[config.mk]
export PLATFORM = sky130hd
export DESIGN_NAME = ioctl_word_loader
export DESIGN_NICKNAME = d
export VERILOG_FILES = /design/src/rtl/ioctl_word_loader.sv
export SDC_FILE = /design/constraint.sdc
export NUM_CORES = 1
export LEC_CHECK = 0
export BUFFER_PORTS_ARGS = -buffer_cell sky130_fd_sc_hd__buf_4
export CORE_UTILIZATION = 25
export DETAILED_ROUTE_END_ITERATION = 10
export SLEW_MARGIN = 20
export SYNTH_ARGS = -nofsm -noshare
export SYNTH_HDL_FRONTEND = slang
export SYNTH_SLANG_ARGS = --single-unit
export TNS_END_PERCENT = 5
[constraint.sdc]
create_clock -name clk_sys -period 3.1 [get_ports clk_sys]
set_input_delay 0.155 -clock clk_sys [delete_from_list [all_inputs] [get_ports clk_sys]]
set_output_delay 0.155 -clock clk_sys [all_outputs]
set_load 0.05 [all_outputs]
[src/rtl/ioctl_word_loader.sv]
// Packs the data_io byte stream into little-endian words, buffers them in a FIFO and
// releases them in bursts to a word-oriented consumer, with per-target loaded flags.
module ioctl_word_loader #(
  parameter int DATA_W      = 16,
  parameter int ADDR_W      = 13,
  parameter int BUF_DEPTH   = 64,
  parameter int NUM_TARGETS = 4,
  parameter int INDEX_BASE  = 0
) (
  input  logic                   clk_sys,
  input  logic                   reset_n,
  input  logic                   ioctl_download,
  input  logic [7:0]             ioctl_index,
  input  logic                   ioctl_wr,
  input  logic [24:0]            ioctl_addr,
  input  logic [7:0]             ioctl_dout,
  output logic                   ioctl_wait,
  output logic [NUM_TARGETS-1:0] ld_target,
  output logic                   ld_wr,
  input  logic                   ld_req,
  output logic [DATA_W-1:0]      ld_din,
  output logic [ADDR_W-1:0]      ld_addr,
  output logic                   busy,
  output logic [NUM_TARGETS-1:0] loaded,
  output logic                   overflow
);

  localparam int BYTES  = DATA_W / 8;
  localparam int LANE_W = (BYTES > 1) ? $clog2(BYTES) : 1;
  localparam int PTR_W  = $clog2(BUF_DEPTH);
  localparam logic [PTR_W:0] HALF_LVL = (PTR_W+1)'(BUF_DEPTH / 2);
  localparam logic [PTR_W:0] WAIT_LVL = (PTR_W+1)'(BUF_DEPTH - 2);
  localparam logic [PTR_W:0] FULL_LVL = (PTR_W+1)'(BUF_DEPTH);

  typedef enum logic [1:0] {IDLE, FILL, FLUSH, DONE} state_t;
  state_t state, state_nx;

  logic                   dl_d, pend_start;
  logic [DATA_W-1:0]      asm_q, asm_wr, push_word;
  logic                   part_q, push_q, burst_q;
  logic [PTR_W-1:0]       wptr, rptr;
  logic [PTR_W:0]         count;
  logic [DATA_W-1:0]      mem [BUF_DEPTH];
  logic [LANE_W-1:0]      lane;
  logic                   last_lane, rise, fall, start, pop, full, do_push;
  logic                   tgt_ok, unused_addr;
  int                     tgt_i;
  logic [NUM_TARGETS-1:0] tgt_onehot;

  always_comb begin
    tgt_i  = int'(ioctl_index) - INDEX_BASE;
    tgt_ok = (tgt_i >= 0) && (tgt_i < NUM_TARGETS);
    tgt_onehot = '0;
    for (int unsigned i = 0; i < NUM_TARGETS; i++)
      tgt_onehot[i] = tgt_ok && (tgt_i == int'(i));
  end

  always_comb begin
    unused_addr = ^ioctl_addr;
    lane        = ioctl_addr[LANE_W-1:0];
    last_lane   = (int'(lane) == BYTES - 1);
    asm_wr      = asm_q;
    for (int unsigned i = 0; i < BYTES; i++)
      if (int'(lane) == int'(i)) asm_wr[i*8 +: 8] = ioctl_dout;
  end

  always_comb begin
    rise    = ioctl_download & ~dl_d;
    fall    = ~ioctl_download & dl_d;
    // a rising edge seen during FLUSH/DONE is held in pend_start until IDLE
    start   = (state == IDLE) & ioctl_download & (~dl_d | pend_start) & tgt_ok;
    full    = (count == FULL_LVL);
    do_push = push_q & ~full;
    case (state)
      FILL:    ld_wr = (count >= HALF_LVL) | (burst_q & (count != '0));
      FLUSH:   ld_wr = (count != '0);
      default: ld_wr = 1'b0;
    endcase
    pop        = ld_req & ld_wr;
    ld_din     = ld_wr ? mem[rptr] : '0;
    ioctl_wait = (state == FILL) && (count >= WAIT_LVL);
    busy       = (state != IDLE);
  end

  always_comb begin
    state_nx = state;
    case (state)
      IDLE:    if (start) state_nx = FILL;
      FILL:    if (fall) state_nx = FLUSH;
      FLUSH:   if ((count == '0) && !push_q && !part_q) state_nx = DONE;
      default: state_nx = IDLE;
    endcase
  end

  always_ff @(posedge clk_sys or negedge reset_n) begin
    if (!reset_n) state <= IDLE;
    else          state <= state_nx;
  end

  always_ff @(posedge clk_sys or negedge reset_n) begin
    if (!reset_n) begin
      dl_d       <= 1'b0;
      pend_start <= 1'b0;
      asm_q      <= '0;
      push_word  <= '0;
      part_q     <= 1'b0;
      push_q     <= 1'b0;
      burst_q    <= 1'b0;
      wptr       <= '0;
      rptr       <= '0;
      count      <= '0;
      ld_addr    <= '0;
      ld_target  <= '0;
      loaded     <= '0;
      overflow   <= 1'b0;
    end else begin
      dl_d       <= ioctl_download;
      pend_start <= (pend_start | (rise & (state == FLUSH || state == DONE)))
                    & ioctl_download & ~start;
      push_q     <= 1'b0;
      burst_q    <= (state == FILL) & ld_wr;
      if (push_q && full) overflow <= 1'b1;
      if (do_push) wptr <= wptr + 1'b1;
      if (pop) begin
        rptr    <= rptr + 1'b1;
        ld_addr <= ld_addr + 1'b1;
      end
      count <= count + (PTR_W+1)'(do_push) - (PTR_W+1)'(pop);
      case (state)
        IDLE: if (start) begin
          ld_target <= tgt_onehot;
          loaded    <= loaded & ~tgt_onehot;
          overflow  <= 1'b0;
          ld_addr   <= '0;
          wptr      <= '0;
          rptr      <= '0;
          count     <= '0;
          asm_q     <= '0;
          part_q    <= 1'b0;
        end
        FILL: if (ioctl_wr) begin
          if (last_lane) begin
            push_word <= asm_wr;
            push_q    <= 1'b1;
            asm_q     <= '0;
            part_q    <= 1'b0;
          end else begin
            asm_q  <= asm_wr;
            part_q <= 1'b1;
          end
        end
        FLUSH: if (part_q) begin
          push_word <= asm_q;
          push_q    <= 1'b1;
          asm_q     <= '0;
          part_q    <= 1'b0;
        end
        default: begin
          loaded    <= loaded | ld_target;
          ld_target <= '0;
        end
      endcase
    end
  end

  always_ff @(posedge clk_sys) begin
    if (do_push) mem[wptr] <= push_word;
  end

endmodule

==> results of run 1 <==
[path summary, 6_finish.rpt]
path | endpoint | cells after the start | slack, ns | start
max in group asynchronous | ld_addr[10] | 3 | 2.22 | reset_n
hold / removal | push_word[1] | 4 | 0.06 | ioctl_addr[0]
min in group asynchronous | ld_addr[1] | 2 | 0.11 | reset_n
setup / recovery | ld_din[1] | 8 | -0.23 | rptr[0]
setup reg to reg | mem[26][15] | 11 | 0.24 | count[2]
hold reg to reg | asm_q[2] | 2 | 0.48 | asm_q[2]
[synth_stat cells, drive strengths merged (18+ instances only)]
| library cell | instances | area [sq um] |
|---|---|---|
| a21oi | 36 | 180.2 |
| nor2 | 117 | 439.2 |
| ha | 19 | 237.7 |
| a22oi | 54 | 405.4 |
| dfrtp | 80 | 2002 |
| nor2b | 30 | 187.7 |
| mux4 | 235 | 5293 |
| edfxtp | 1024 | 30750 |
| o21ai | 31 | 155.2 |
| nand3 | 46 | 235.2 |
| buf | 58 | 407.9 |
| clkbuf | 64 | 240.2 |
| nand4 | 40 | 250.2 |
| nand2 | 79 | 299.0 |
| nor3 | 18 | 90.09 |
| o22ai | 38 | 237.7 |
| mux2i | 63 | 630.6 |
[area by class of cell]
cell class	count	area share (%)
sequential	1104	62.44
multi-input combinational	926	19.27
timing repair buffer	302	6.091
clock buffer	145	5.550
tap	2295	5.469
clock inverter	61	1.048
inverter	17	0.1215
antenna	2	0.009532
[flip-flops by register name, indices dropped and copies added, names as in the netlist, 6 cells and up]
signal	cells
ld_addr	13
asm_q	16
count	7
push_word	16
wptr	6
rptr	6
mem	1024
[worst max-delay path, stage by stage, from the launching register on]
cell and delay (ns):
dfrtp_4 0.46, buf_12 0.16, buf_12 0.15, clkbuf_16 0.17, mux4_2 0.51, a22oi_2 0.25
nand4_1 0.30, and4_4 0.32, buf_6 0.15
[cells by family (layout without fill, tap and decap cells)]
group | after synthesis | in the layout | synth area share [%]
other | 0 | 2 | 0
adder cells (fa/ha/maj) | 20 | 20 | 0.5986
buffers and inverters | 139 | 525 | 1.653
multiplexers | 300 | 300 | 13.81
XOR/XNOR | 20 | 20 | 0.4068
flip-flops | 1104 | 1104 | 76.06
AND/OR/NAND/NOR | 387 | 387 | 4.483
AO/OA/AOI/OAI | 199 | 199 | 2.993
[per-stage QoR]
step	total power, mW	setup TNS (ns)	hold slack, ns	std cells	util (%)
2_1_floorplan	28.44	0	-0.1406	2169	-
3_3_place_gp	34.25	0	0.3003	4597	28.04
3_5_place_dp	34.45	0	0.2991	4597	28.04
4_1_cts	48.13	-3.722	0.01754	4842	30.57
5_1_grt	50.30	-3.799	0.07463	4851	30.84
6_report	48.50	-2.509	0.05974	4852	30.85
[where the power goes]
part           internal, mW  total, mW  switching (mW)
clock network          7.29       12.8            5.55
logic                  6.57       15.4            8.83
registers              18.8       20.3            1.44
[timing repair]
action	in CTS	in global routing
setup buffers	8	4
hold buffers	29	0
setup endpoints to repair	16	90
endpoints found under the hold margin	102	0
resized for setup	90	70
gates cloned	2	7
pin swaps	21	36
[metal layers]
layer	routed length, microns	share of wire, %	vias up
met5	0	0	-
met4	2652	2.5	0
met3	6439	6.1	142
met2	49550	47	685
met1	46650	44	11820
li1	-	-	9464
==> results.toml, run 1 <==
[global_route]
grtUsageMet2_pct = 18.47
grt.met3_usage_pct = 1.914
antenna_found_initial = 3
grt.busiest_layer = "met2"
gr-total-overflow = 0
grt_pass1_vias = 22220
grt_use_met1_pct = 16.71
grtUsageTotal_pct = 11.78
grt_pass1_wl_microns = 152700
grt_max_degree = 66

[die]
fp-row-count = 151
die_h_microns = 417.0
initial_core_util_pct = 25.30
io_pins = 87
die_x_microns = 417.0
core-area_sq_mm = 0.1702
die-area_sq_mm = 0.1739

[logic_synthesis]
synth_edf_count = 1024
async_reset_ff_share_pct = 7.246
synth-seq-cells = 1104
synth_fp_nets = 2235
synth_ff_type = "edfxtp_1"
ys_seq_area_share_pct = 76.06
syn-cell-area_sq_mm = 0.04306
netlist-cell-type-count = 58
netlist_instances = 2169
ys_warn_count = 0
syn_avg_cell_area_sq_um = 19.85

[layout]
final_area_sq_mm = 0.05251
multi_input_area_sq_mm = 0.01012
syn_to_final_growth_pct = 21.93
seq_area_sq_mm = 0.03278
drive_gt1_share_pct = 31.15
layout_common_cells = "edfxtp_1 (1024), mux4_2 (235), buf_4 (195), clkbuf_16 (116), nor2_1 (108)"
nNetsFinal = 2526
nFillCells = 16360
final_common_cell = "edfxtp_1"

[worst_hold_path]
hp-class = "input pin to flip-flop"

[clock_network]
cts_buffer_depth = 3
clk_pin_slew_ns = 0.06
cts.sinks = 1104
clk_latency_ns = 0.70
root_buffer = "clkbuf_16"
cts_tree = "done"
htreeDepth = 3
cts_inserted_buffers = 109

[run_status]
violations = "negative setup slack"
status = "complete, but fails checks"

[drt]
dr.pass1.iters = 5
vias = 22110
viasPerCell = 4.556
drt_wl_total_microns = 105300
routedWlPerCell_microns = 21.70
drc = 0
initialDrtViolationCount = 2118
ant_nets = 0

[pwr]
powerDensity_mw_per_mm2 = 923.8
ir_drop_mv = 0.6660
p_leak_nw = 16.75

[sta]
finalHoldViolations = 0
report.final.slew_viol_count = 0
fmax_mhz = 300.3
rsz0062_at_grt = "yes"
clock_skew_ns = 0.02722
fin_crit_ns = 3.330
worst_slew_pin_slew_ns = 1.027
slew-limit-headroom_pct = 31.55
final.setup.worst_slack_ns = -0.2302
min_period_over_period_pct = 107.4
finalSetupViolations = 16

[setup_path]
path_class = "flip-flop to primary output"
cp_max_fo = 7
crit_arrival_ns = 3.18
worstPathRequired_ns = 2.94
end_kind = "primary output"
critPathLaunchType = "flip-flop"

[flow_run]
cap_violations = 0

[placement]
dp_slack_ns = 0.1632
io_buffers = 62
dp_hpwl_microns = 63790
place_area_sq_mm = 0.04774
place.gp.congestion = 0.8035
(Power assumes the default switching activity.)
==> inputs of run 2 (changes only) <==
Settings changed: CORE_ASPECT_RATIO set to 2, REMOVE_ABC_BUFFERS set to 1.
==> run 2 against run 1 <==
Net effect:
- the run still ends with negative setup slack left
- final area down 0.46%
- global-route usage up 1.0 points
- wire length up 6.2%
- sequential cell count unchanged
- sequential share of layout area up 0.30 points
- clock skew up 0.028 ns
- hold slack better by 0.013 ns
- final cell count up 0.10%
- non-clock buffer count up 64
- fmax down 1.2%
- critical path type unchanged
==> results.toml, run 2 (synthesized netlist as in run 1, its figures left out) <==
[layout]
largest_register_ffs = 1024
top_register = "mem"
nNetsFinal = 2571
reg.largest.list = "mem: 1024 flops, asm_q: 16 flops, push_word: 16 flops"
layout_common_cells = "edfxtp_1 (1024), buf_4 (264), mux4_2 (235), nor2_1 (115), clkbuf_16 (91)"
drive_gt1_share_pct = 30.97
final_common_cell = "edfxtp_1"
instances_no_fill = 4857
syn_to_final_growth_pct = 21.37

[die]
fp-row-count = 215
io_pins = 87
initial_core_util_pct = 25.13
die_x_microns = 295.5
core-area_sq_mm = 0.1714
die_h_microns = 588.9
die-area_sq_mm = 0.1740

[drt]
ant_nets = 0
drc = 0
drt_wl_total_microns = 111900
dr.pass1.iters = 6
initialDrtViolationCount = 1625
routedWlPerCell_microns = 23.03
vias = 21900
viasPerCell = 4.509

[clock_network]
clk_latency_ns = 0.71
cts_buffer_depth = 3
cts_inserted_buffers = 90
cts_tree = "done"
htreeDepth = 3
root_buffer = "clkbuf_16"
clk_pin_slew_ns = 0.07
cts.sinks = 1104

[global_route]
gr-total-overflow = 0
grt_pass1_vias = 23370
grt_pass1_wl_microns = 161700
antenna_found_initial = 2
grt_max_degree = 66
grtUsageTotal_pct = 12.82

[sta]
rsz0062_at_grt = "yes"
finalHoldViolations = 0
slew-limit-headroom_pct = 32.21
hold_slack_ns = 0.07317
finalSetupViolations = 16
report.final.slew_viol_count = 0
min_period_over_period_pct = 108.7
worst_slew_pin_slew_ns = 1.017
fin_crit_ns = 3.370
clock_skew_ns = 0.05516
fmax_mhz = 296.7
final.setup.worst_slack_ns = -0.2705
fin_setup_tns_ns = -3.161

[setup_path]
critPathTopFamily = "simple AND/OR/NAND/NOR gates"
critPathBufInv = 3
r2r-end = "mem[34][9]"
cp_max_fo = 12
timing.rr.start = "count[2]"
reg2reg_depth = 11
cp_cell_sequence = "buf_12 -> bufbuf_16 -> mux4_2 -> a22oi_1 -> nand4_1 -> and4_1 -> buf_4"
end_kind = "primary output"
path_class = "flip-flop to primary output"
worstPathRequired_ns = 2.94
critPathLaunchType = "flip-flop"
r2r_slack_ns = 0.24
critPathLaunch = "rptr[0]"
crit_path_top_delay_cell = "mux4_2"
crit_arrival_ns = 3.22
crit_path_max_incr_delay_ns = 0.50

[run_status]
violations = "negative setup slack"
status = "complete, but fails checks"

[pwr]
powerDensity_mw_per_mm2 = 909.1
swShare_pct = 33.53
p_clk_share_pct = 24.1
p_comb_share_pct = 33.0
ir_drop_mv = 0.5314
seqPwrFrac_pct = 42.9
p_switching_mw = 15.93
p_leak_nw = 16.73
p_int_mw = 31.58
p_total_mw = 47.51

[placement]
place.gp.congestion = 0.8435
dp_hpwl_microns = 74690
dp.cells = 4628
io_buffers = 62
dp_slack_ns = 0.09269

[worst_hold_path]
hp-class = "input pin to asynchronous set/reset pin"

[flow_run]
cap_violations = 0
## run 2: cell types whose count changed in the layout (fill, tap and decap cells not counted), sizes merged
| cell | change |
|---|---|
| buf | +69 |
| bufbuf | +2 |
| bufinv | -2 |
| clkbuf | -41 |
| clkinv | -5 |
| clkinvlp | +5 |
| dlygate4sd3 | -2 |
| inv | -4 |
## run 2: area by class of cell
type / instances / area (sq um)
fillers: 16620 / 119100
diodes: 2 / 5.005
flip-flops and latches: 1104 / 32790
well taps: 2278 / 2850
repair buffers: 366 / 3714
clock inverters: 55 / 594.3
multi-input cells: 926 / 9916
clock buffers: 109 / 2333
inverters: 17 / 63.81
## run 2: what timing repair did
item,CTS,global route
endpoints found under the setup margin,16,17
resized for setup,63,60
hold buffers,27,0
setup buffers,9,22
endpoints found under the hold margin,92,0
pin swaps,14,22
gates cloned,6,1
## run 2: routing by layer
layer	vias to the layer above	GRT usage [%]	share of wire, %
met3	194	1.661	3.7
met1	11640	13.05	34
met5	-	0	0
met4	0	7.932	6.3
li1	9512	-	-
met2	556	24.32	56
## run 2: worst max path at each step
stage                      to  slack (ns)  cells past startpoint
floorplan           ld_din[0]       -9.18                      5
global placement     count[6]        0.09                     19
detailed placement   count[6]        0.09                     19
CTS                 ld_din[6]       -0.35                     10
global route        ld_din[5]       -0.31                     11
finish              ld_din[1]       -0.27                      7
## run 2: power groups by stage
stage | Combinational (mW) | Clock (mW) | Sequential [mW]
after global routing | 16.6 | 12.2 | 20.5
after global placement | 14.2 | 0 | 20.6
after floorplan | 5.37 | 0 | 21.1
after CTS | 15.3 | 11.7 | 20.4
final | 15.7 | 11.5 | 20.4
after detailed placement | 14.3 | 0 | 20.7
## run 2: per-stage QoR
step	cell area (sq um)	utilization (%)
global placement	48100	28.07
detailed placement	48100	28.07
floorplan	42410	-
finish	52260	30.50
CTS	51850	30.26
global route	52260	30.50
